===== src/rtl/spi_pkg.sv =====
// ---------------------------------------------------------------------------
// spi_pkg
// Shared definitions for the 16-bit SPI monarch/serf pair.
//   SPI_W        : frame width used by both ends of the link
//   serf_state_t : responder frame state (IDLE between frames, ACTIVE in one)
// ---------------------------------------------------------------------------
package spi_pkg;

  localparam int SPI_W = 16;

  typedef enum logic {
    IDLE   = 1'b0,
    ACTIVE = 1'b1
  } serf_state_t;

endpackage : spi_pkg


===== src/rtl/spi_sync_edge.sv =====
// ---------------------------------------------------------------------------
// spi_sync_edge
// Three-flop synchronizer for an asynchronous level, with edge detection.
// Flops 1-2 resolve metastability, flop 3 holds the previous synchronized
// value so edges are detected on flop 2 versus flop 3.
//
// Ports:
//   clk     input   system clock
//   rst_n   input   asynchronous active-low reset (chain resets to RST_VAL)
//   d_i     input   asynchronous level to synchronize
//   lvl_o   output  synchronized level (flop 3)
//   rise_o  output  one-clk pulse on a 0->1 transition (ff2 & ~ff3)
//   fall_o  output  one-clk pulse on a 1->0 transition (~ff2 & ff3)
// ---------------------------------------------------------------------------
module spi_sync_edge #(
  parameter logic RST_VAL = 1'b1
) (
  input  logic clk,
  input  logic rst_n,
  input  logic d_i,
  output logic lvl_o,
  output logic rise_o,
  output logic fall_o
);

  logic ff1_q;
  logic ff2_q;
  logic ff3_q;

  always_ff @(posedge clk or negedge rst_n) begin
    if (!rst_n) begin
      ff1_q <= RST_VAL;
      ff2_q <= RST_VAL;
      ff3_q <= RST_VAL;
    end else begin
      ff1_q <= d_i;
      ff2_q <= ff1_q;
      ff3_q <= ff2_q;
    end
  end

  assign lvl_o  = ff3_q;
  assign rise_o = ff2_q & ~ff3_q;
  assign fall_o = ~ff2_q & ff3_q;

endmodule : spi_sync_edge


===== src/rtl/spi_serf.sv =====
// ---------------------------------------------------------------------------
// spi_serf
// SPI responder for the 16-bit SPI monarch. Receives a command on MOSI and
// returns a preloaded response on MISO within the same frame. SCLK idles
// high; the monarch changes MOSI on SCLK fall and samples MISO on SCLK rise.
// Everything runs on clk: SS_n, SCLK and MOSI are synchronized and
// edge-detected, nothing is clocked by SCLK.
//
// Ports:
//   clk       input   system clock
//   rst_n     input   asynchronous active-low reset
//   SS_n      input   serf select, active low
//   SCLK      input   serial clock from monarch (idles high)
//   MOSI      input   serial data from monarch, MSB first
//   MISO      output  serial data to monarch, MSB first (0 when not selected)
//   wrt       input   one-clk strobe: load tx_data as the next response
//   tx_data   input   response word for the next frame
//   clr_rdy   input   one-clk strobe: clear rdy
//   cmd_rcvd  output  last correctly framed command
//   rdy       output  level: cmd_rcvd holds a new command
//   frm_err   output  one-clk pulse: frame ended with wrong bit count
// ---------------------------------------------------------------------------
module spi_serf
  import spi_pkg::*;
#(
  parameter int DATA_W = SPI_W
) (
  input  logic              clk,
  input  logic              rst_n,
  input  logic              SS_n,
  input  logic              SCLK,
  input  logic              MOSI,
  output logic              MISO,
  input  logic              wrt,
  input  logic [DATA_W-1:0] tx_data,
  input  logic              clr_rdy,
  output logic [DATA_W-1:0] cmd_rcvd,
  output logic              rdy,
  output logic              frm_err
);

  // Bit counter must hold 0..DATA_W+1; DATA_W+1 marks "too many bits".
  localparam int                CNT_W    = $clog2(DATA_W + 2);
  localparam logic [CNT_W-1:0]  CNT_FULL = CNT_W'(DATA_W);
  localparam logic [CNT_W-1:0]  CNT_SAT  = CNT_W'(DATA_W + 1);

  // Synchronized inputs and edges
  logic ss_lvl;
  logic ss_rise;
  logic ss_fall;
  logic sclk_lvl_unused;
  logic sclk_rise;
  logic sclk_fall;
  logic [2:0] mosi_sync_q;

  // Frame state
  serf_state_t       state_q;
  logic [DATA_W-1:0] shft_q;
  logic [DATA_W-1:0] hold_q;
  logic [DATA_W-1:0] cmd_rcvd_q;
  logic [CNT_W-1:0]  cnt_q;
  logic              seen_rise_q;
  logic              mosi_smpl_q;
  logic              rdy_q;
  logic              frm_err_q;
  logic [DATA_W-1:0] frame_d;

  spi_sync_edge #(.RST_VAL(1'b1)) u_ss_sync (
    .clk    (clk),
    .rst_n  (rst_n),
    .d_i    (SS_n),
    .lvl_o  (ss_lvl),
    .rise_o (ss_rise),
    .fall_o (ss_fall)
  );

  spi_sync_edge #(.RST_VAL(1'b1)) u_sclk_sync (
    .clk    (clk),
    .rst_n  (rst_n),
    .d_i    (SCLK),
    .lvl_o  (sclk_lvl_unused),
    .rise_o (sclk_rise),
    .fall_o (sclk_fall)
  );

  // MOSI only needs the delay chain so it stays aligned with the SCLK edges.
  always_ff @(posedge clk or negedge rst_n) begin
    if (!rst_n) begin
      mosi_sync_q <= 3'b000;
    end else begin
      mosi_sync_q <= {mosi_sync_q[1:0], MOSI};
    end
  end

  // The last bit is sampled on the final SCLK rise but never shifted in,
  // because no SCLK fall follows it; append it when the frame closes.
  assign frame_d = {shft_q[DATA_W-2:0], mosi_smpl_q};

  always_ff @(posedge clk or negedge rst_n) begin
    if (!rst_n) begin
      state_q     <= IDLE;
      shft_q      <= '0;
      hold_q      <= '0;
      cmd_rcvd_q  <= '0;
      cnt_q       <= '0;
      seen_rise_q <= 1'b0;
      mosi_smpl_q <= 1'b0;
      rdy_q       <= 1'b0;
      frm_err_q   <= 1'b0;
    end else begin
      frm_err_q <= 1'b0;

      // Later assignments below (ss_fall clear, good-frame set) override this.
      if (clr_rdy) begin
        rdy_q <= 1'b0;
      end

      // The holding register always follows wrt; the word in flight lives in
      // shft_q, so a mid-frame write only affects the next frame.
      if (wrt) begin
        hold_q <= tx_data;
      end

      case (state_q)
        IDLE: begin
          if (ss_fall) begin
            shft_q      <= wrt ? tx_data : hold_q;
            cnt_q       <= '0;
            seen_rise_q <= 1'b0;
            rdy_q       <= 1'b0;
            state_q     <= ACTIVE;
          end
        end

        ACTIVE: begin
          if (ss_rise) begin
            if (cnt_q == CNT_FULL) begin
              cmd_rcvd_q <= frame_d;
              rdy_q      <= 1'b1;
            end else begin
              frm_err_q  <= 1'b1;
            end
            state_q <= IDLE;
          end else if (sclk_rise) begin
            mosi_smpl_q <= mosi_sync_q[2];
            seen_rise_q <= 1'b1;
            if (cnt_q != CNT_SAT) begin
              cnt_q <= cnt_q + 1'b1;
            end
          end else if (sclk_fall && seen_rise_q) begin
            // The idle-high SCLK's first fall precedes any rise and must not
            // shift, otherwise the response MSB would be lost.
            shft_q <= frame_d;
          end
        end

        default: state_q <= IDLE;
      endcase
    end
  end

  assign MISO     = ~ss_lvl & shft_q[DATA_W-1];
  assign cmd_rcvd = cmd_rcvd_q;
  assign rdy      = rdy_q;
  assign frm_err  = frm_err_q;

endmodule : spi_serf


===== config.mk =====
export PLATFORM = sky130hd
export DESIGN_NAME = spi_serf
export DESIGN_NICKNAME = d
export VERILOG_FILES = /design/src/rtl/spi_pkg.sv /design/src/rtl/spi_sync_edge.sv /design/src/rtl/spi_serf.sv
export SDC_FILE = /design/constraint.sdc
export NUM_CORES = 1
export LEC_CHECK = 0
export ABC_AREA = 1
export BUFFER_PORTS_ARGS = -buffer_cell sky130_fd_sc_hd__buf_2
export CORE_MARGIN = 4
export CORE_UTILIZATION = 50
export DETAILED_ROUTE_END_ITERATION = 10
export HOLD_SLACK_MARGIN = 0.08
export PLACE_DENSITY = 0.74
export SLEW_MARGIN = 0
export SYNTH_ARGS = -nofsm -noshare
export SYNTH_HDL_FRONTEND = slang
export SYNTH_SLANG_ARGS = --single-unit

===== constraint.sdc =====
create_clock -name clk -period 3.5 [get_ports clk]
set_input_delay 0.175 -clock clk [delete_from_list [all_inputs] [get_ports clk]]
set_output_delay 0.175 -clock clk [all_outputs]
set_load 0.03 [all_outputs]

### Word-level counts from Yosys, hierarchy flattened

Cells that the tools add are included.

* mux-type cells: 26
* $add $sub $neg: 1
* reductions and logical operators: 6
* equal/unequal tests: 8
* bitwise gates (word level): 11

Operator list (number)
* $mux 16: 5
* $pmux 16 s2: 1
* $mux 5: 4
* $mux 1: 12
* $pmux 5 s2: 1
* $reduce_and 3->1: 3
* $ne 2x2->1 const B: 4
* $reduce_and 4->1: 2
* $not 1->1: 6
* $pmux 1 s2: 3
* $add 5x1->5 const B: 1
* $and 1x1->1: 5
* $eq 5x5->1 const B: 1
* $ne 5x5->1 const B: 1
* $ne 2x1->1 const B: 2
* $logic_and 1x1->1: 1

* flip-flop bits (word level): 67
* logic and storage cells: 68
* input bits: 23
* output and inout bits: 19

### Logic depth before layout (Yosys ltp)

Gate-level depths: netlist of the first run.

* depth in word-level cells: 7
* gate-level depth with buffers: 9
* mapped depth without buffers: 9

### Modules after synthesis

Synthesis of the first run repeated with hierarchy kept, for this count alone.

* cell total of the unflattened synthesis: 381
* area, all modules: 3129.3 um^2

By module, submodules not included
* spi_serf: sequential area each 1526.5 um^2, area an instance 2941.6 um^2, cells each 367, times used 1
* spi_sync_edge: sequential area each 78.8 um^2, area an instance 93.8 um^2, cells each 7, times used 2

### Worst setup path before layout of the first run

Ideal clock, no wire load.

* path type: flip-flop to flip-flop
* start: register u_sclk_sync.ff2_q
* end: register cnt_q[2]
* slack: 2165 ps
* buffers on the path: 0
* data arrival time: 1218 ps
* stages on the path, launching flop included: 6
* period minus slack after synthesis: 1335 ps
* cells stage by stage: dfstp_2 -> inv_1 -> o21ai_0 -> nand3_1 -> nand2_1 -> nand2_1

* longest elaborated chain between the ends: 3

RTL lines
* start: declaration: line spi_sync_edge.sv:27 `logic ff2_q;`
* start signal: assignment: line spi_sync_edge.sv:37 `ff2_q <= ff1_q;`
* $and 1x1->1: line spi_sync_edge.sv:43 `assign rise_o = ff2_q & ~ff3_q;`
* $ne 2x2->1 (no line)
* $reduce_and 4->1 (no line)
* end signal: assignment: line spi_serf.sv:148 `cnt_q <= cnt_q + 1'b1;`
* end: declaration: line spi_serf.sv:61 `logic [CNT_W-1:0] cnt_q;`

Every way passes these cells.
A chain may end at the register's enable or synchronous reset.

### Final worst setup path of the first run

* start: register state_q
* end: register cmd_rcvd_q[7], in the netlist cmd_rcvd[7]

* longest elaborated chain between the ends: 1

RTL lines
* start: declaration: line spi_serf.sv:57 `serf_state_t state_q;`
* start signal: assignment: line spi_serf.sv:101 `state_q <= IDLE;`
* start signal: assignment: line spi_serf.sv:131 `state_q <= ACTIVE;`
* start signal: assignment: line spi_serf.sv:143 `state_q <= IDLE;`
* $reduce_and 3->1 (no line)
* end signal: assignment: line spi_serf.sv:138 `cmd_rcvd_q <= frame_d;`
* end: declaration: line spi_serf.sv:60 `logic [DATA_W-1:0] cmd_rcvd_q;`

Every way passes these cells.

==> results of run 1 <==
[worst max-delay path, cell delays in order (launching register included)]
cell	delay (ns)
dfrtp_1	0.35
inv_1	0.29
nor2_4	0.50
nand2_4	0.22
nand2_1	0.12
nand2_1	0.05
[final cells by class]
class / instances / area [um2]
Clock buffer: 9 / 124
Clock inverter: 7 / 76.3
Fill cell: 469 / 2050
Inverter: 15 / 56.3
Multi-Input combinational cell: 223 / 1060
Sequential cell: 67 / 1680
Tap cell: 72 / 90.1
Timing Repair Buffer: 64 / 430
[sequential cells by signal, summed over array words and instances, names as in the netlist, 3 cells and up]
register and flops:
hold_q 16, shft_q 16, cmd_rcvd 16, mosi_sync_q 3, cnt_q 5
[how the worst min path moves through the flow]
stage,startpoint,end,slack (ns)
6_report,wrt,hold_q[4]$_DFF_PN0_,0.22
4_1_cts,tx_data[9],hold_q[9]$_DFF_PN0_,0.08
3_5_place_dp,SCLK,u_sclk_sync.ff1_q$_DFF_PN1_,0.28
5_1_grt,wrt,hold_q[13]$_DFF_PN0_,0.23
3_3_place_gp,SCLK,u_sclk_sync.ff1_q$_DFF_PN1_,0.28
2_1_floorplan,rst_n,cmd_rcvd[0]$_DFFE_PN0P_,-0.12
[power groups by stage]
stage | logic, mW | registers [mW] | clock network (mW)
global placement | 0.305 | 0.986 | 0
detailed placement | 0.319 | 0.986 | 0
CTS | 0.336 | 0.973 | 0.662
finish | 0.333 | 0.976 | 0.640
floorplan | 0.265 | 0.960 | 0
global route | 0.386 | 0.992 | 0.704
[placed cells by master, fill, tap and decap left out, types with 3 or more instances in the layout]
master / count
nand2_1: 138
buf_2: 41
a21boi_0: 16
dlygate4sd3_1: 21
nand4_1: 4
ha_1: 3
inv_1: 13
nor2_1: 9
clkbuf_8: 9
nand2_4: 4
dfstp_2: 6
nand3_1: 22
dfrtp_1: 61
o21ai_0: 15
o21ai_1: 4
[metrics by stage]
step / total power [mW] / worst slack [ns] / instance area (um2) / utilization / instances
5_1_grt: 2.08 / 1.72 / 3520 / 0.632 / 457
3_3_place_gp: 1.29 / 1.92 / 3110 / 0.558 / 420
4_1_cts: 1.97 / 1.86 / 3510 / 0.630 / 456
3_5_place_dp: 1.31 / 1.87 / 3110 / 0.558 / 420
2_1_floorplan: 1.22 / 2.17 / 2920 / - / 320
6_report: 1.95 / 1.86 / 3520 / 0.632 / 457
[what timing repair did]
action	in CTS	in global routing
setup endpoints to repair	0	0
endpoints found under the hold margin	55	1
hold buffers	20	1
[per-layer routing]
layer  vias to the layer above  wire, um  GRT usage
met2                        51      2760      0.278
li1                       1128         -          -
met1                      1094      2750      0.258
met5                         -         0          0
met3                        10       295     0.0746
met4                         0       104     0.0647
[logic make-up after synthesis]
kind of cell / Yosys count / share of synthesized area
xor gates and xnor gates: 1 / 0.00300
AOI/OAI and AO/OA: 37 / 0.0781
buffers and inverters: 30 / 0.0584
DFF: 67 / 0.578
adders and majority gates: 3 / 0.0129
and+or+nand+nor: 182 / 0.270
==> results by group, run 1 <==
Logic synthesis
  – Post-synthesis area per instance: 9.11 um2
  – Yosys top cell area share: 0.524
  – Number of enable flip-flop cells after synthesis: 0
  – Post-synth top cells: 138 x nand2_1, 61 x dfrtp_1, 22 x nand3_1
  – Fraction of registers with async set/reset: 1.00
  – Netlist cell types: 23
  – Top post-synthesis cells by area: dfrtp_1 52%, nand2_1 18%, dfstp_2 5.4%
  – YS warnings: 0
  – Cell area after synthesis: 2920 um2
  – Most common cell in the netlist: nand2_1
  – Ys flop type: dfrtp_1
  – Leading area contributor after synthesis: dfrtp_1
  – Sequential area share after synthesis: 0.578
  – Cells after Synth: 320
  – FF+latch count, synth: 67
  – Synth Net Count: between 300 and 400

STA
  – Final worst path period need: 1.64 ns
  – Final hold viol count: 0
  – Min Hold Slack: between 0.2 and 0.25 ns
  – Fmax: between 600 and 700 MHz
  – Sum Neg Setup Slack: 0 ns
  – Slew at the pin closest to its max-slew limit: 0.821 ns
  – Final setup vio count: 0
  – Post-route clock period utilization: 0.470
  – Slew HR: 0.452
  – Unrepaired setup endpoints after global routing: false
  – Max-slew violations: 0
  – Worst Skew: just over 0.009 ns

Power and ir drop
  – Power share of the combinational group: 0.171
  – Sw Share: 0.304
  – Peak VDD IR: 0.362 mV
  – P per Cell Area: around 550 nW/um2
  – Leak Pwr: roughly 1.9 nW
  – Sequential Power Share: 0.501
  – Clock share of power: 0.329
  – P_sw: 593 uW
  – Int Pwr: about 1.4 mW

CTS
  – PostCTS Resize Cnt: 0
  – Post-CTS Setup Bufs: 0
  – Num Clock Sinks: 67
  – CTS tree: done
  – Root buffer cell: clkbuf_8
  – H-tree levels: 3
  – Clk buf depth: 2
  – Worst-path clk slew: around 0.07 ns
  – Clock latency on the worst-skew pair: 0.35 ns
  – Cts bufs inserted: 9

Min path
  – Hold Path Stages: 3
  – Hold Path Class: input pin to flip-flop

Place
  – RePlAce Congestion: 0.770
  – Port buffer count: between 40 and 50
  – Dpl hpwl: 3.89 mm

Global route
  – Vias in the first global route: approximately 2200
  – Total gr overflow: 0
  – Global-route wire length before repair: 10.6 mm
  – Initial antenna violation count: 0
  – Largest net degree at the start of global routing: 38
  – GRT Util Overall: 0.189

Routing
  – Vias: 2283
  – Pre-antenna DRT Iters: 4
  – WL/cell: 12.9 um
  – Residual DRC: 0
  – Vias per std cell: 5.00
  – Total routed wirelength: around 5.9 mm
  – DR iter-0 viols: 87
  – Post-DRT Antenna Nets: 0

Worst setup path
  – CP Launch Point: state_q$_DFF_PN0_
  – CP Launch Type: flip-flop
  – Crit path to: cmd_rcvd[7]$_DFFE_PN0P_
  – WS Path Type: flip-flop to flip-flop
  – Worst path required time: around 3.7 ns
  – Critical path endpoint category: flip-flop
  – Arrival @ worst endpoint: 1.87 ns
  – Capturing point of the worst reg2reg path: cmd_rcvd[7]$_DFFE_PN0P_
  – Crit-path max FO: 21
  – Reg2reg path depth: 5
  – Worst R2R Start: state_q$_DFF_PN0_
  – Reg2Reg Setup Slack: 1.86 ns

Job
  – Max-cap violations: 0

Floorplanning
  – Floorplan core area: 5570 um2
  – DIE AREA: 7120 um2
  – I/O pin count: 42
  – Num rows: 27
  – Chip width: 84.4 um
  – Chip height: 84.4 um
  – Starting density of the core: 0.523

Layout
  – Ant diodes: 0
  – Synth-to-layout area growth: 20.8%
  – Final nets: between 400 and 500
  – Ratio of cells with drive above 1 in the final layout: 0.197

Status
  – Status: complete, no violations
(Power assumes the default switching activity.)
==> run 2: changes to the inputs <==
- ABC_AREA: 1 -> 0
- PLACE_DENSITY: 0.74 -> 0.77
- clock period: 3.5 -> 1.5 ns (I/O delays scaled with it)
==> run 2 against run 1 <==
  * The run now ends with negative setup slack left
  * First-iteration DRC count decreased by 23%
  * Clock skew about the same
  * Critical endpoint is now cmd_rcvd[10]$_DFFE_PN0P_
  * Highest routed layer unchanged
  * Critical path type unchanged
  * Combinational power increased to 2.5 times the previous value
==> results by group, run 2 <==
Status
  – Status: complete, but fails checks
  – Failing checks: negative setup slack

Logic synthesis
  – Top post-synthesis cells by area: dfrtp_1 54%, mux2_2 9.2%, mux2i_1 6.4%
  – Sequential area share after synthesis: 0.599
  – Leading area contributor after synthesis: dfrtp_1
  – Post-synthesis area per instance: 13.7 um2
  – Compound-Gate Fraction of Synth Area: 0.0628
  – Most common cell in the netlist: dfrtp_1
  – FF+latch count, synth: 67
  – Post-Synth Simple-Gate Area: 0.0837
  – Ys flop type: dfrtp_1
  – Synth Net Count: 231
  – Cells after Synth: approximately 210
  – Yosys top cell area share: 0.543
  – Post-synth top cells: 61 x dfrtp_1, 23 x mux2_2, 20 x a21oi_1
  – Fraction of registers with async set/reset: 1.00
  – Largest family of logic cells by synthesized area: multiplexers
  – Cell area after synthesis: ~2800 um2
  – Number of enable flip-flop cells after synthesis: 0
  – Synth Area in Adders: 0.0134
  – Synth Area in XOR/XNOR: 0
  – YS warnings: 0
  – Mux cell area share after synthesis: 0.210
  – Netlist cell types: 34

Global route
  – GRT Util Overall: 0.176
  – Initial antenna violation count: 0
  – Largest net degree at the start of global routing: between 60 and 70
  – Total gr overflow: 0
  – Vias in the first global route: 1975
  – Global-route wire length before repair: 9.55 mm

CTS
  – Num Clock Sinks: 67
  – Worst-path clk slew: around 0.070 ns
  – Cts bufs inserted: 9
  – Clock latency on the worst-skew pair: approximately 0.34 ns
  – Clk buf depth: 2
  – CTS tree: done
  – H-tree levels: 3
  – Root buffer cell: clkbuf_8

Floorplanning
  – Chip width: 83.0 um
  – DIE AREA: 6880 um2
  – Floorplan core area: between 5000 and 6000 um2
  – Chip height: 83.0 um
  – Num rows: 27
  – Starting density of the core: 0.513
  – I/O pin count: 42

Worst setup path
  – CP Launch Type: flip-flop
  – Critical path endpoint category: flip-flop
  – Worst path required time: 1.72 ns
  – Reg2Reg Setup Slack: -0.002 ns
  – Critical path, cell by cell: nor3b_4 > nand2_4 > nor2_8 > buf_12 > mux2_4
  – Crit-path max FO: 9
  – Critical Path Max Stage Delay: 0.41 ns
  – WS Path Type: flip-flop to flip-flop
  – Arrival @ worst endpoint: 1.72 ns
  – CP max-delay cell: dfrtp_1

STA
  – Final hold viol count: 0
  – Slew HR: 0.703
  – Max-slew violations: 0
  – Fmax: 666 MHz
  – Unrepaired setup endpoints after global routing: true
  – Final worst path period need: 1.50 ns
  – Final setup vio count: 1
  – Post-route clock period utilization: 1.00
  – Min Hold Slack: 0.294 ns
  – Worst Skew: 0.00960 ns
  – Slew at the pin closest to its max-slew limit: around 0.45 ns
  – Final setup margin: -0.00215 ns

Layout
  – Synth-to-layout area growth: 32.0%
  – Ratio of cells with drive above 1 in the final layout: 0.437
  – Fin area: 3710 um2
  – Most common cell after layout, fill and taps aside: dfrtp_1
  – Ant diodes: 0
  – Final nets: 316
  – Most frequent cells in the layout: 60 x dfrtp_1, 41 x buf_2, 21 x dlygate4sd3_1
  – Post-route insts no fill: 367

Power and ir drop
  – Int Pwr: about 3.3 mW
  – Sequential Power Share: 0.498
  – Sw Share: 0.275
  – Power share of the combinational group: 0.182
  – P per Cell Area: 1240 nW/um2
  – Peak VDD IR: 0.934 mV
  – P_sw: 1.26 mW
  – Total power draw: between 4 and 5 mW
  – Leak Pwr: between 1.5 and 2 nW
  – Clock share of power: 0.321

Routing
  – Pre-antenna DRT Iters: 4
  – Vias: between 1500 and 2000
  – Residual DRC: 0
  – Vias per std cell: 5.00
  – WL/cell: 15.4 um
  – DR iter-0 viols: between 60 and 70
  – Total routed wirelength: 5.65 mm
  – Post-DRT Antenna Nets: 0

Min path
  – Hold Path Class: input pin to asynchronous set/reset pin

Place
  – Port buffer count: 41
  – Placed instance area: 3230 um2
  – Dpl hpwl: 3.62 mm
  – Placed Cells: 326
  – RePlAce Congestion: 0.861

Job
  – Max-cap violations: 0
-- run 2: cell types whose count changed in the layout (fill, tap and decap cells not counted), sizes merged, moves of 13 or more --
cell | before | now
mux2i | 0 | 18
a21oi | 1 | 20
a21boi | 16 | 0
buf | 43 | 63
o21ai | 19 | 1
inv | 17 | 4
nand3 | 22 | 4
mux2 | 0 | 33
nand2 | 144 | 7
-- run 2: kinds of logic after synthesis --
group | count (synthesis)
DFF | 67
muxes | 51
and+or+nand+nor | 41
AOI/OAI and AO/OA | 29
buffers and inverters | 14
adders and majority gates | 3
-- run 2: metrics by stage --
stage,worst slack (ns),utilization,TNS [ns]
2_1_floorplan,-0.0188,-,-0.188
3_3_place_gp,-0.0463,0.589,-0.637
3_5_place_dp,-0.0901,0.589,-1.12
4_1_cts,-0.0120,0.672,-0.0630
5_1_grt,-0.0480,0.678,-0.491
6_report,-0.00215,0.678,-0.00215
-- run 2: final cells by class --
type                            count  area (um2)
Clock buffer                       11         141
Sequential cell                    67        1690
Inverter                            4        15.0
Fill cell                         402        1760
Clock inverter                      5        52.6
Tap cell                           72        90.1
Timing Repair Buffer               84         631
Multi-Input combinational cell    124        1090
-- run 2: final timing paths --
check	from	end	cells past startpoint
hold / removal	rst_n	state_q$_DFF_PN0_	3
setup / recovery	cnt_q[2]$_DFFE_PN0P_	cmd_rcvd[10]$_DFFE_PN0P_	5
min in group clk	wrt	hold_q[1]$_DFF_PN0_	2
setup reg to reg	cnt_q[2]$_DFFE_PN0P_	cmd_rcvd[10]$_DFFE_PN0P_	5
hold reg to reg	mosi_sync_q[0]$_DFF_PN0_	mosi_sync_q[1]$_DFF_PN0_	0
max in group asynchronous	rst_n	u_ss_sync.lvl_o$_DFF_PN1_	3
-- run 2: power groups by stage --
stage	logic, mW	registers [mW]	clock network (mW)
after floorplan	0.502	2.26	0
after global placement	0.720	2.29	0
after detailed placement	0.751	2.32	0
after CTS	0.809	2.28	1.51
after global routing	0.938	2.31	1.60
final	0.833	2.28	1.47
-- run 2: repair_timing --
action                                 CTS  global route
pin swaps                                1             3
resized for setup                        8             4
setup endpoints to repair               15            16
endpoints found under the hold margin   87             0
hold buffers                            21             0
buffers inserted                         3             1
-- run 2: routing by layer --
layer	up-vias	GRT usage	wire, um	share of wire
met5	-	0	0	0
met4	0	0.0579	49	0.0087
met1	916	0.227	2600	0.46
met3	6	0.0585	208	0.037
met2	31	0.281	2790	0.49
li1	881	-	-	-
-- run 2: critical path: cells and delay by family, from the launching register on --
kind | cells | cell delay (ns)
multiplexers | 1 | 0.30
AND/OR/NAND/NOR | 3 | 0.51
flip-flops | 1 | 0.41
buffers and inverters | 1 | 0.16
